`config.mk`:
```
export PLATFORM = sky130hd
export DESIGN_NAME = event_proc_scheduler_flat
export DESIGN_NICKNAME = d
export VERILOG_FILES = /design/src/rtl/event_proc_scheduler_if.sv /design/src/rtl/event_proc_scheduler.sv /design/src/flat_wrapper.sv
export SDC_FILE = /design/constraint.sdc
export NUM_CORES = 1
export LEC_CHECK = 0
export ABC_CLOCK_PERIOD_IN_PS = 2830
export CORE_MARGIN = 3
export CORE_UTILIZATION = 60
export DETAILED_ROUTE_END_ITERATION = 8
export PLACE_DENSITY = 0.87
export SYNTH_ARGS = -nofsm -noshare
export SYNTH_HDL_FRONTEND = slang
export SYNTH_SLANG_ARGS = --single-unit
```
`constraint.sdc`:
```
create_clock -name clk -period 2.83 [get_ports clk]
set_clock_uncertainty 0.05 [all_clocks]
set_input_delay 0.283 -clock clk [delete_from_list [all_inputs] [get_ports clk]]
set_output_delay 0.283 -clock clk [all_outputs]
set_load 0.05 [all_outputs]
```
`src/rtl/event_proc_scheduler_if.sv`:
```
// event_proc_scheduler_if: config, event, dispatch and status signals of the event scheduler
interface event_proc_scheduler_if #(
  parameter int NPROC = 4,
  parameter int CNTW = 8,
  parameter int IDW = $clog2(NPROC)
);
  logic             cfg_we;
  logic [IDW-1:0]   cfg_idx;
  logic [1:0]       cfg_mode;
  logic [CNTW-1:0]  cfg_count;
  logic             cfg_err;
  logic [NPROC-1:0] evt;
  logic             grant_valid;
  logic [IDW-1:0]   grant_id;
  logic             grant_ready;
  logic             exec_done;
  logic [NPROC-1:0] slot_done;
  logic             idle;
  modport master (
    output cfg_we, cfg_idx, cfg_mode, cfg_count, evt, grant_ready, exec_done,
    input  cfg_err, grant_valid, grant_id, slot_done, idle
  );
  modport slave (
    input  cfg_we, cfg_idx, cfg_mode, cfg_count, evt, grant_ready, exec_done,
    output cfg_err, grant_valid, grant_id, slot_done, idle
  );
endinterface

```
`src/rtl/event_proc_scheduler.sv`:
```
// event_proc_scheduler: round-robin dispatch of event-triggered process slots onto one execution unit
module event_proc_scheduler #(
  parameter int NPROC = 4,
  parameter int CNTW = 8,
  parameter int IDW = $clog2(NPROC)
) (
  input logic clk,
  input logic rst,
  event_proc_scheduler_if.slave bus
);
  typedef enum logic [1:0] {SL_IDLE, SL_ARMED, SL_PEND, SL_RUN} slot_t;
  typedef enum logic [1:0] {S_IDLE, S_ISSUE, S_WAIT} fsm_t;
  slot_t            st_q [NPROC];
  slot_t            st_d [NPROC];
  logic [1:0]       mode_q [NPROC];
  logic [1:0]       mode_d [NPROC];
  logic [CNTW-1:0]  cnt_q [NPROC];
  logic [CNTW-1:0]  cnt_d [NPROC];
  logic [NPROC-1:0] rt_q, rt_d, done_q, done_d, pend;
  fsm_t             fsm_q, fsm_d;
  logic [IDW-1:0]   gid_q, gid_d, rr_q, rr_d, sel;
  logic             cfg_err_q, cfg_err_d, cfg_rej, cfg_ok, busy, found, last;
  always_comb begin
    cfg_rej = bus.cfg_we && (st_q[bus.cfg_idx] == SL_RUN || (fsm_q == S_ISSUE && gid_q == bus.cfg_idx));
    cfg_ok = bus.cfg_we && !cfg_rej;
    cfg_err_d = cfg_rej;
    busy = 1'b0;
    pend = '0;
    for (int i = 0; i < NPROC; i++) begin
      pend[i] = st_q[i] == SL_PEND && !(cfg_ok && bus.cfg_idx == IDW'(i));
      busy = busy || st_q[i] == SL_PEND || st_q[i] == SL_RUN;
    end
  end
  always_comb begin
    done_d = '0;
    rt_d = rt_q;
    last = 1'b0;
    for (int i = 0; i < NPROC; i++) begin
      st_d[i] = st_q[i];
      mode_d[i] = mode_q[i];
      cnt_d[i] = cnt_q[i];
      last = !(mode_q[i] == 2'd2 || (mode_q[i] == 2'd3 && cnt_q[i] != CNTW'(1)));
      case (st_q[i])
        SL_ARMED: if (bus.evt[i]) st_d[i] = SL_PEND;
        SL_PEND: if (fsm_q == S_ISSUE && gid_q == IDW'(i) && bus.grant_ready) st_d[i] = SL_RUN;
        SL_RUN:
          if (fsm_q == S_WAIT && bus.exec_done) begin
            st_d[i] = last ? SL_IDLE : (rt_q[i] || bus.evt[i]) ? SL_PEND : SL_ARMED;
            cnt_d[i] = mode_q[i] == 2'd3 ? cnt_q[i] - 1'b1 : cnt_q[i];
            rt_d[i] = 1'b0;
            done_d[i] = last;
          end else if (bus.evt[i]) rt_d[i] = 1'b1;
        default: ;
      endcase
      if (cfg_ok && bus.cfg_idx == IDW'(i)) begin
        mode_d[i] = bus.cfg_mode;
        cnt_d[i] = bus.cfg_count == '0 ? CNTW'(1) : bus.cfg_count;
        rt_d[i] = 1'b0;
        st_d[i] = bus.cfg_mode != 2'd0 ? SL_ARMED : SL_IDLE;
      end
    end
  end
  always_comb begin
    fsm_d = fsm_q;
    gid_d = gid_q;
    rr_d = rr_q;
    sel = '0;
    found = 1'b0;
    for (int k = NPROC - 1; k >= 0; k--)
      if (pend[(int'(rr_q) + k) % NPROC]) begin
        found = 1'b1;
        sel = IDW'((int'(rr_q) + k) % NPROC);
      end
    case (fsm_q)
      S_IDLE:
        if (found) begin
          fsm_d = S_ISSUE;
          gid_d = sel;
        end
      S_ISSUE:
        if (bus.grant_ready) begin
          fsm_d = S_WAIT;
          rr_d = gid_q == IDW'(NPROC - 1) ? '0 : gid_q + 1'b1;
        end
      S_WAIT: if (bus.exec_done) fsm_d = S_IDLE;
      default: fsm_d = S_IDLE;
    endcase
  end
  always_ff @(posedge clk) begin
    if (rst) begin
      for (int i = 0; i < NPROC; i++) begin
        st_q[i] <= SL_IDLE;
        mode_q[i] <= '0;
        cnt_q[i] <= '0;
      end
      rt_q <= '0;
      done_q <= '0;
      fsm_q <= S_IDLE;
      gid_q <= '0;
      rr_q <= '0;
      cfg_err_q <= 1'b0;
    end else begin
      st_q <= st_d;
      mode_q <= mode_d;
      cnt_q <= cnt_d;
      rt_q <= rt_d;
      done_q <= done_d;
      fsm_q <= fsm_d;
      gid_q <= gid_d;
      rr_q <= rr_d;
      cfg_err_q <= cfg_err_d;
    end
  end
  assign bus.grant_valid = fsm_q == S_ISSUE;
  assign bus.grant_id = gid_q;
  assign bus.cfg_err = cfg_err_q;
  assign bus.slot_done = done_q;
  assign bus.idle = fsm_q == S_IDLE && !busy;
endmodule

```
`src/flat_wrapper.sv`:
```
// flat-port wrapper written by rule: the top's interface ports become plain ports
module event_proc_scheduler_flat 
#(
  parameter int NPROC = 4,
  parameter int CNTW = 8,
  parameter int IDW = $clog2(NPROC)
)
  (clk, rst, bus_cfg_we, bus_cfg_idx, bus_cfg_mode, bus_cfg_count, bus_evt, bus_grant_ready, bus_exec_done, bus_cfg_err, bus_grant_valid, bus_grant_id, bus_slot_done, bus_idle);
  event_proc_scheduler_if #(.NPROC(NPROC), .CNTW(CNTW), .IDW(IDW)) bus_i ();
  input logic clk;
  input logic rst;
  input wire logic [$bits(bus_i.cfg_we)-1:0] bus_cfg_we;
  input wire logic [$bits(bus_i.cfg_idx)-1:0] bus_cfg_idx;
  input wire logic [$bits(bus_i.cfg_mode)-1:0] bus_cfg_mode;
  input wire logic [$bits(bus_i.cfg_count)-1:0] bus_cfg_count;
  input wire logic [$bits(bus_i.evt)-1:0] bus_evt;
  input wire logic [$bits(bus_i.grant_ready)-1:0] bus_grant_ready;
  input wire logic [$bits(bus_i.exec_done)-1:0] bus_exec_done;
  output wire logic [$bits(bus_i.cfg_err)-1:0] bus_cfg_err;
  output wire logic [$bits(bus_i.grant_valid)-1:0] bus_grant_valid;
  output wire logic [$bits(bus_i.grant_id)-1:0] bus_grant_id;
  output wire logic [$bits(bus_i.slot_done)-1:0] bus_slot_done;
  output wire logic [$bits(bus_i.idle)-1:0] bus_idle;
  assign bus_i.cfg_we = bus_cfg_we;
  assign bus_i.cfg_idx = bus_cfg_idx;
  assign bus_i.cfg_mode = bus_cfg_mode;
  assign bus_i.cfg_count = bus_cfg_count;
  assign bus_i.evt = bus_evt;
  assign bus_i.grant_ready = bus_grant_ready;
  assign bus_i.exec_done = bus_exec_done;
  assign bus_cfg_err = bus_i.cfg_err;
  assign bus_grant_valid = bus_i.grant_valid;
  assign bus_grant_id = bus_i.grant_id;
  assign bus_slot_done = bus_i.slot_done;
  assign bus_idle = bus_i.idle;
  event_proc_scheduler #(.NPROC(NPROC), .CNTW(CNTW), .IDW(IDW)) u_core (.clk(clk), .rst(rst), .bus(bus_i));
endmodule
```
==> impl_metrics.ini, run 1 <==
[outcome]
status = completed

[setup_path]
cp.required_ns = 2.50
crit_start = u_core.fsm_q[1]
worst-setup-path-type = reg2out
worstPathArrival_ns = 2.17
critPathCaptureType = primary output
critical_path.reg2reg.startpoint = u_core.fsm_q[1]
crit_path_max_fanout = 13
cp-start-kind = register

[yosys]
synth_area_leader_cell = dfxtp_1
ys.flop_type = dfxtp_1
synth-seq-cells = 63
netlist-cell-type-count = 59
synth_commonest_cells = dfxtp_1 (63), nand2_1 (61), nor2_1 (44)
synth_enable_flop_cells = 0
synth_top_area_share_pct = 36.0
yosysSeqAreaShare_pct = 36.0
synth_area_per_cell_um2 = 8.00
syn-num-nets = 471
async_flop_share_pct = 0
netlist_instances = 438
yosysMostFrequentCell = dfxtp_1
synth_area_leaders = dfxtp_1 (36%), nand2_1 (6.5%), a21oi_1 (6.1%)
ys_warn_count = 0
mappedNetlistArea_mm2 = 0.00350

[place]
place_ws_ns = 0.478
post_dp_cell_area_mm2 = 0.00384
portBuffers = 29
routabilityCongestion = 0.940
place_inst = 525
dp_hpwl_um = 6260

[pwr]
pwr-share-seq_pct = 48.0
pwr-share-comb_pct = 12.5
ir_drop_mv = 0.287
power_density_mw_per_mm2 = 496
switching_share_pct = 27.6
p_int_mw = 1.45
clock_power_share_pct = 39.4
finalPower_mw = 2.00
p_switching_uw = 553
leakage_nw = 1.37

[grt]
grt_pass1_vias = 3191
antenna_found_initial = 0
grt_max_degree = 32
grt-ovfl-total = 0
grt_use_total_pct = 28.0
grt_pass1_wl_um = 14700

[sta]
fin_tns_setup_ns = 0
slew_viol_final = 0
setup_ws_ns = 0.330
slew_headroom_pct = 56.5
fmax_mhz = 400
whs_ns = 0.372
setup_viol = 0
post-route-period-util_pct = 88.4
rsz0062_at_grt = false
tightest_slew_ns = 0.649
period_needed_ns = 2.50
hold_violations = 0

[min_path]
min_from = rst
hp-class = in2reg

[clock_network]
ctsResizeCount = 0
htreeDepth = 3
cts_setup_buffers = 0
ctsHoldBuffers = 0
ctsLongestPathBuffers = 2
insertion_delay_ns = 0.35
root_buffer = clkbuf_8
clock_sinks = 63
cts.clk_slew.worst_paths_ns = 0.07
cts_buffers = 9
cts_tree = yes

[route]
post-route-drc-count = 0
vias = 3428
wirelength_um = 8790
drt_first_pass_iters = 5
dr.first_iter.drc_count = 283
avgRoutedWirePerCell_um = 16.3
avgViaCountPerCell = 6.34
detail-route-antenna-nets = 0

[run]
cap_violations = 0

[floorplan]
std_cell_rows = 27
fp.dieW_um = 82.4
start_util_pct = 62.8
die_h_um = 82.4
core_area_mm2 = 0.00557
die-area_mm2 = 0.00679
io_pins = 30

[finish]
fin_nets = 497
multiInputGateArea_mm2 = 0.00211
regArea_mm2 = 0.00126
syn2layout_area_growth_pct = 15.2
drive_gt1_share_pct = 7.46
fin_util_pct = 72.4
finalNonFillerCells = 541
final_cell_area_mm2 = 0.00403
fill_cells = 445
n_antenna_cell = 0
kinds of logic (layout without fill, tap and decap cells):
family                     Yosys count  count (layout)  share of synthesized area [%]
and+or+nand+nor                    200             200                           30.3
buffers and inverters               33              64                           3.75
muxes                                1               1                          0.643
DFF                                 63              63                           36.0
adders and majority gates           12              12                           4.29
xor gates and xnor gates            15              15                           3.75
AOI/OAI and AO/OA                  114             114                           21.2
cell type report:
type	count	area share, %
multi-input cells	342	52.3
inverters	14	1.30
well taps	72	2.23
repair buffers	34	8.00
flip-flops and latches	63	31.3
clock buffers	10	3.41
clock inverters	6	1.49
flip-flops by register name (all words and copies together), names as in the netlist:
signal / cells
u_core.bus.grant_id: 2
u_core.bus.cfg_err: 1
u_core.st_q: 8
u_core.rt_q: 4
u_core.fsm_q: 2
u_core.cnt_q: 32
u_core.mode_q: 8
u_core.rr_q: 2
u_core.bus.slot_done: 4
final timing paths:
path | depth (start not counted) | to | slack [ns]
max | 4 | bus_idle | 0.33
min | 2 | u_core.rr_q[1] | 0.37
max reg2reg | 5 | u_core.cnt_q[3] | 0.61
min reg2reg | 2 | u_core.mode_q[7] | 0.43
critical path, cell delays in order (launching register included):
cell             delay [ns]
dfxtp_1                0.47
nor2_1                 0.23
nand2_1                0.09
nor3_1                 0.19
clkdlybuf4s50_1        0.85
power by group through the flow:
| stage | Sequential [mW] | Clock (mW) | Combinational [mW] |
|---|---|---|---|
| after global routing | 0.965 | 0.831 | 0.278 |
| after detailed placement | 0.978 | 0 | 0.248 |
| after global placement | 0.977 | 0 | 0.242 |
| after CTS | 0.959 | 0.800 | 0.249 |
| final | 0.960 | 0.789 | 0.251 |
| after floorplan | 0.969 | 0 | 0.159 |
layout by cell type, fill, tap and decap left out, drive strengths merged, types with 14 or more instances in the layout:
| master | Yosys | layout |
|---|---|---|
| dfxtp | 63 | 63 |
| nand2 | 61 | 61 |
| nor2 | 44 | 44 |
| a21oi | 43 | 43 |
| clkdlybuf4s50 | 0 | 28 |
| nand3 | 17 | 17 |
| nor3 | 17 | 17 |
| inv | 14 | 14 |
layer usage:
metal	vias up	track usage [%]	share of wire, %
met1	1609	36.9	45
li1	1659	-	-
met4	0	12.0	1.7
met3	14	4.66	6.0
met5	-	0	0
met2	146	45.2	48
No activity file was read; power rests on OpenSTA's default activity.
==> inputs of run 2 (changes only) <==
--- a/config.mk
+++ b/config.mk
@@ -6,7 +6,7 @@
 export NUM_CORES = 1
 export LEC_CHECK = 0
 export ABC_CLOCK_PERIOD_IN_PS = 2830
-export CORE_MARGIN = 3
+export CORE_MARGIN = 10
 export CORE_UTILIZATION = 60
 export DETAILED_ROUTE_END_ITERATION = 8
 export PLACE_DENSITY = 0.87
==> run 2 against run 1 <==
Effect of this change:
- global-route usage decreased by 7.4 points
- routed wire length increased by 3.2%
- clock power increased by 14%
- sequential power about the same
- combinational power about the same
- hold slack improved by 0.059 ns
- die area increased by 37%
- design area increased by 0.65%
- cell count unchanged
- critical endpoint unchanged
==> impl_metrics.ini, run 2 (synthesized netlist as in run 1, its figures left out) <==
[clock_network]
ctsHoldBuffers = 0
cts_buffers = 9
insertion_delay_ns = 0.35
root_buffer = clkbuf_8
htreeDepth = 3
cts_setup_buffers = 0
cts_tree = yes
clock_sinks = 63
cts.clk_slew.worst_paths_ns = 0.07
ctsResizeCount = 0
ctsLongestPathBuffers = 2

[route]
avgRoutedWirePerCell_um = 16.8
drt_first_pass_iters = 5
routed.top_layer = met4
wl_met1_um = 4010
wirelength_um = 9080
vias = 3377
wl_met2_um = 4310
post-route-drc-count = 0
detail-route-antenna-nets = 0
wl_met3_um = 596
dr.first_iter.drc_count = 305
avgViaCountPerCell = 6.24

[grt]
grt_use_total_pct = 20.7
antenna_found_initial = 0
grt_pass1_vias = 3281
grt_max_degree = 45
grt_pass1_wl_um = 15500
grt-ovfl-total = 0

[min_path]
min_to = u_core.mode_q[6]
holdPathStages = 2
hp-class = reg2reg
min_from = u_core.mode_q[6]

[floorplan]
fp.dieW_um = 96.4
die_h_um = 96.4
die-area_mm2 = 0.00929
std_cell_rows = 27
core_area_mm2 = 0.00557
start_util_pct = 62.8
io_pins = 30

[setup_path]
critPathCaptureType = primary output
worstPathArrival_ns = 2.09
critical_path.reg2reg.startpoint = u_core.fsm_q[1]
worst_r2r_endpoint = u_core.cnt_q[6]
ff2ff_path_depth = 6
worst-setup-path-type = reg2out
cp.required_ns = 2.50
r2r_slack_ns = 0.64
cp-start-kind = register
crit_path_max_fanout = 13

[sta]
period_needed_ns = 2.42
setup_viol = 0
slew_headroom_pct = 45.8
tightest_slew_ns = 0.813
fmax_mhz = 413
fin_tns_setup_ns = 0
post-route-period-util_pct = 85.6
rsz0062_at_grt = false
slew_viol_final = 0
hold_violations = 0

[pwr]
ir_drop_mv = 0.323
power_density_mw_per_mm2 = 521
leakage_nw = 1.39

[finish]
largest_reg_flops = 32
syn2layout_area_growth_pct = 15.9
fill_cells = 436
fin_nets = 497
multiInputGateArea_mm2 = 0.00211
mostFrequentLayoutCells = dfxtp_1 (63), nand2_1 (61), nor2_1 (44)
top_regs = u_core.cnt_q: 32 flops, u_core.mode_q: 8 flops, u_core.st_q: 8 flops
drive_gt1_share_pct = 7.04
n_antenna_cell = 0
regMostFlops = u_core.cnt_q
layout_commonest_cell = dfxtp_1
regArea_mm2 = 0.00126
finalNonFillerCells = 541
fin_util_pct = 72.8

[place]
portBuffers = 29
place_inst = 525
dp_hpwl_um = 6610
routabilityCongestion = 0.880

[run]
cap_violations = 0

[outcome]
status = completed
run 2: cell types whose count changed in the layout (fill, tap and decap cells not counted), sizes merged:
| cell | before | now |
|---|---|---|
| clkinv | 3 | 1 |
| bufinv | 1 | 2 |
| clkinvlp | 2 | 0 |
| clkbuf | 10 | 13 |
run 2: worst max-delay path: stages (launching register included):
cell             delay [ns]
dfxtp_1                0.46
nor2_1                 0.21
nand2_1                0.07
nor3_1                 0.16
clkdlybuf4s50_1        0.84
run 2: cell type report:
cell class,instances,area share (%)
Clock inverter,3,1.60
Timing Repair Buffer,34,7.95
Multi-Input combinational cell,342,52.0
Tap cell,72,2.22
Clock buffer,13,3.91
Sequential cell,63,31.1
Inverter,14,1.29
run 2: where the power goes:
group	leakage [nW]	switching [mW]	internal (mW)
Combinational	0.765	0.145	0.105
Sequential	0.512	0.0429	0.918
Clock	0.114	0.359	0.544
Total	1.39	0.547	1.57
run 2: metal layers:
metal  vias to the layer above  GRT usage [%]
li1                       1650              -
met1                      1576           26.5
met2                       135           34.3
met3                        16           3.70
met4                         0           7.02
met5                         -              0
run 2: how the worst max path moves through the flow:
| stage | to | startpoint |
|---|---|---|
| global route | bus_idle | u_core.fsm_q[1] |
| CTS | bus_idle | u_core.fsm_q[1] |
| detailed placement | u_core.bus.grant_id[0] | bus_cfg_idx[1] |
| floorplan | u_core.cnt_q[28] | u_core.fsm_q[0] |
| finish | bus_idle | u_core.fsm_q[1] |
| global placement | u_core.cnt_q[28] | bus_exec_done |
run 2: metrics by stage:
| stage | power (mW) | setup slack [ns] | instance area (um2) | hold WS (ns) |
|---|---|---|---|---|
| 2_1_floorplan | 1.13 | 0.524 | 3500 | 0.333 |
| 3_3_place_gp | 1.22 | 0.536 | 3840 | 0.412 |
| 3_5_place_dp | 1.23 | 0.435 | 3840 | 0.422 |
| 4_1_cts | 2.11 | 0.429 | 4060 | 0.432 |
| 5_1_grt | 2.18 | 0.322 | 4060 | 0.455 |
| 6_report | 2.11 | 0.406 | 4060 | 0.432 |
==> variant, RTL diff (flow settings as in run 1) <==
`rt_q` no longer has a reset.
--- a/src/rtl/event_proc_scheduler.sv
+++ b/src/rtl/event_proc_scheduler.sv
@@ -95,3 +95,2 @@
       end
-      rt_q <= '0;
       done_q <= '0;
@@ -105,3 +104,2 @@
       cnt_q <= cnt_d;
-      rt_q <= rt_d;
       done_q <= done_d;
@@ -112,2 +110,6 @@
     end
+  end
+
+  always_ff @(posedge clk) begin
+    rt_q <= rt_d;
   end
Check against the original RTL: no difference found for any inputs over 4 cycles, from zero or initial values and one cycle with rst high; that may be too few to reach the edited logic, so the function may still have changed.
==> variant against run 1 <==
  * Global-route usage down 0.091 points
  * Count of clock-buffer cells in the layout down 1
  * Cell area is 3.9% higher
  * First-iteration DRC count rose by 36%
  * Synthesized area up 3.0%
  * Sequential cell count unchanged
  * Wire length up 8.4%
  * Cell count is 0.92% higher
  * Clock power grew 24%
  * Non-clock buffer count increased by 6
  * Worst setup slack lost 0.018 ns
  * Core utilization is 1.5 points higher
  * Total power rose by 11%
  * Highest routed layer unchanged
==> variant: results (changes against run 1) <==
run status=complete, no violations; Pwr Total=2220 uW (+11%); CP Data Arrival Time=2.19 ns (+0.02 ns); peak fanout along the critical path=12 (-1); final net count=502 (+1.0%); Clock Tree Buf Depth=2 (unchanged); sw frac=0.270 (-0.00598); worst slack, placed=0.394 ns (-0.0842 ns); IO buf count=29 (unchanged); Post-Route WL=9.53 mm (+8.4%); first-pass GRT wire length=16.1 mm (+9.5%); worst vdd ir=0.426 mV (+48%); Top Registers=u_core.cnt_q: 32 flops, u_core.mode_q: 8 flops, u_core.st_q: 8 flops; global placer's final weighted congestion=0.881 (-6.3%); critical path's slowest cell=clkdlybuf4s50_1; Post-CTS Resized=0 (unchanged); number of DRC markers in iteration 0=386 (+36%); Worst R2R Setup Slack=0.58 ns (-0.03 ns); 1st-pass router iterations=6 (+1); sequential power share=0.431 (-0.049); # Post-CTS Setup Buffers=0 (unchanged); # fillers=415 (-6.7%); vias in the first global route=3390 (+6.2%); Unique masters post-synth=67 (+14%); initial antenna violation count=0 (unchanged); syn_nets=478 (+1.5%); Inserted Diodes=0 (unchanged); Num CTS Buffers=9 (unchanged); Clock Latency Late Sink=0.35 ns (about the same); cell family with most CP delay=buffers and inverters; WHS=0.429 ns (+0.0560 ns); Slew @ Worst Pin=0.800 ns (+0.152 ns); via/cell ratio=6.58 (+3.9%); largest net degree at the start of global routing=42 (+31%); ys flop type=dfxtp_1; clock share of power=0.439 (+0.045); asr flop ratio synth=0 (unchanged); Hold/Removal Path Class=reg2reg; hpwl dp=6.78 mm (+8.3%); sequential area share after synthesis=0.350 (-0.0106); P_leak=0.00141 uW (+2.9%); most frequent cells after synthesis=63 x dfxtp_1, 49 x nor2_1, 43 x nand2_1; gr usage total=0.279 (-0.000911); htree depth=3 (unchanged); Reg clk slew, reported paths=0.08 ns; root buffer cell=clkbuf_8; share of cells above drive strength 1=0.0907 (+0.0161); largest cells by area after synthesis=dfxtp_1 35%, nor2_1 5.1%, a21oi_1 4.9%, nand2_1 4.5%, ha_1 4.2%; fin crit share=0.890 (+0.00635); yosys warns=0 (unchanged); critical path's largest stage delay=0.88 ns (+0.03 ns)
variant: cell types whose count changed after synthesis, moves of 6 or more:
cell	delta
nor4_1	+6
a21oi_1	-8
inv_1	+6
nand2_1	-18
variant: per-layer routing:
layer | routed length (um) | vias to the layer above | GRT usage
li1 | - | 1717 | -
met1 | 4270 | 1707 | 0.376
met2 | 4460 | 152 | 0.454
met3 | 634 | 19 | 0.0543
met4 | 159 | 0 | 0.0863
met5 | 0 | - | 0
variant: path summary, 6_finish.rpt:
check | endpoint | from | cells after the start
min | u_core.mode_q[3] | u_core.mode_q[3] | 2
max reg2reg | u_core.cnt_q[21] | u_core.fsm_q[1] | 5
min reg2reg | u_core.mode_q[3] | u_core.mode_q[3] | 2
max | bus_grant_valid | u_core.fsm_q[0] | 2
variant: layout make-up:
type                    instances  area (um2)  share of cell area
multi-input cells             335        2150               0.514
flip-flops and latches         63        1260               0.301
repair buffers                 40         368              0.0877
clock buffers                   9         124              0.0295
clock inverters                 7         120              0.0286
well taps                      72        90.1              0.0215
inverters                      20        75.1              0.0179
variant: through the flow:
step	instances	instance area, um2
2_1_floorplan	445	3610
3_3_place_gp	530	3950
3_5_place_dp	530	3950
4_1_cts	546	4190
5_1_grt	546	4190
6_report	546	4190
variant: logic make-up (layout without fill, tap and decap cells):
group / count (synthesis) / count (layout) / share of synthesized area
AO/OA/AOI/OAI: 123 / 123 / 0.239
XOR/XNOR: 10 / 10 / 0.0243
adder cells (fa/ha/maj): 12 / 12 / 0.0416
buffers and inverters: 47 / 76 / 0.0551
flip-flops: 63 / 63 / 0.350
multiplexers: 5 / 5 / 0.0173
AND/OR/NAND/NOR: 185 / 185 / 0.274
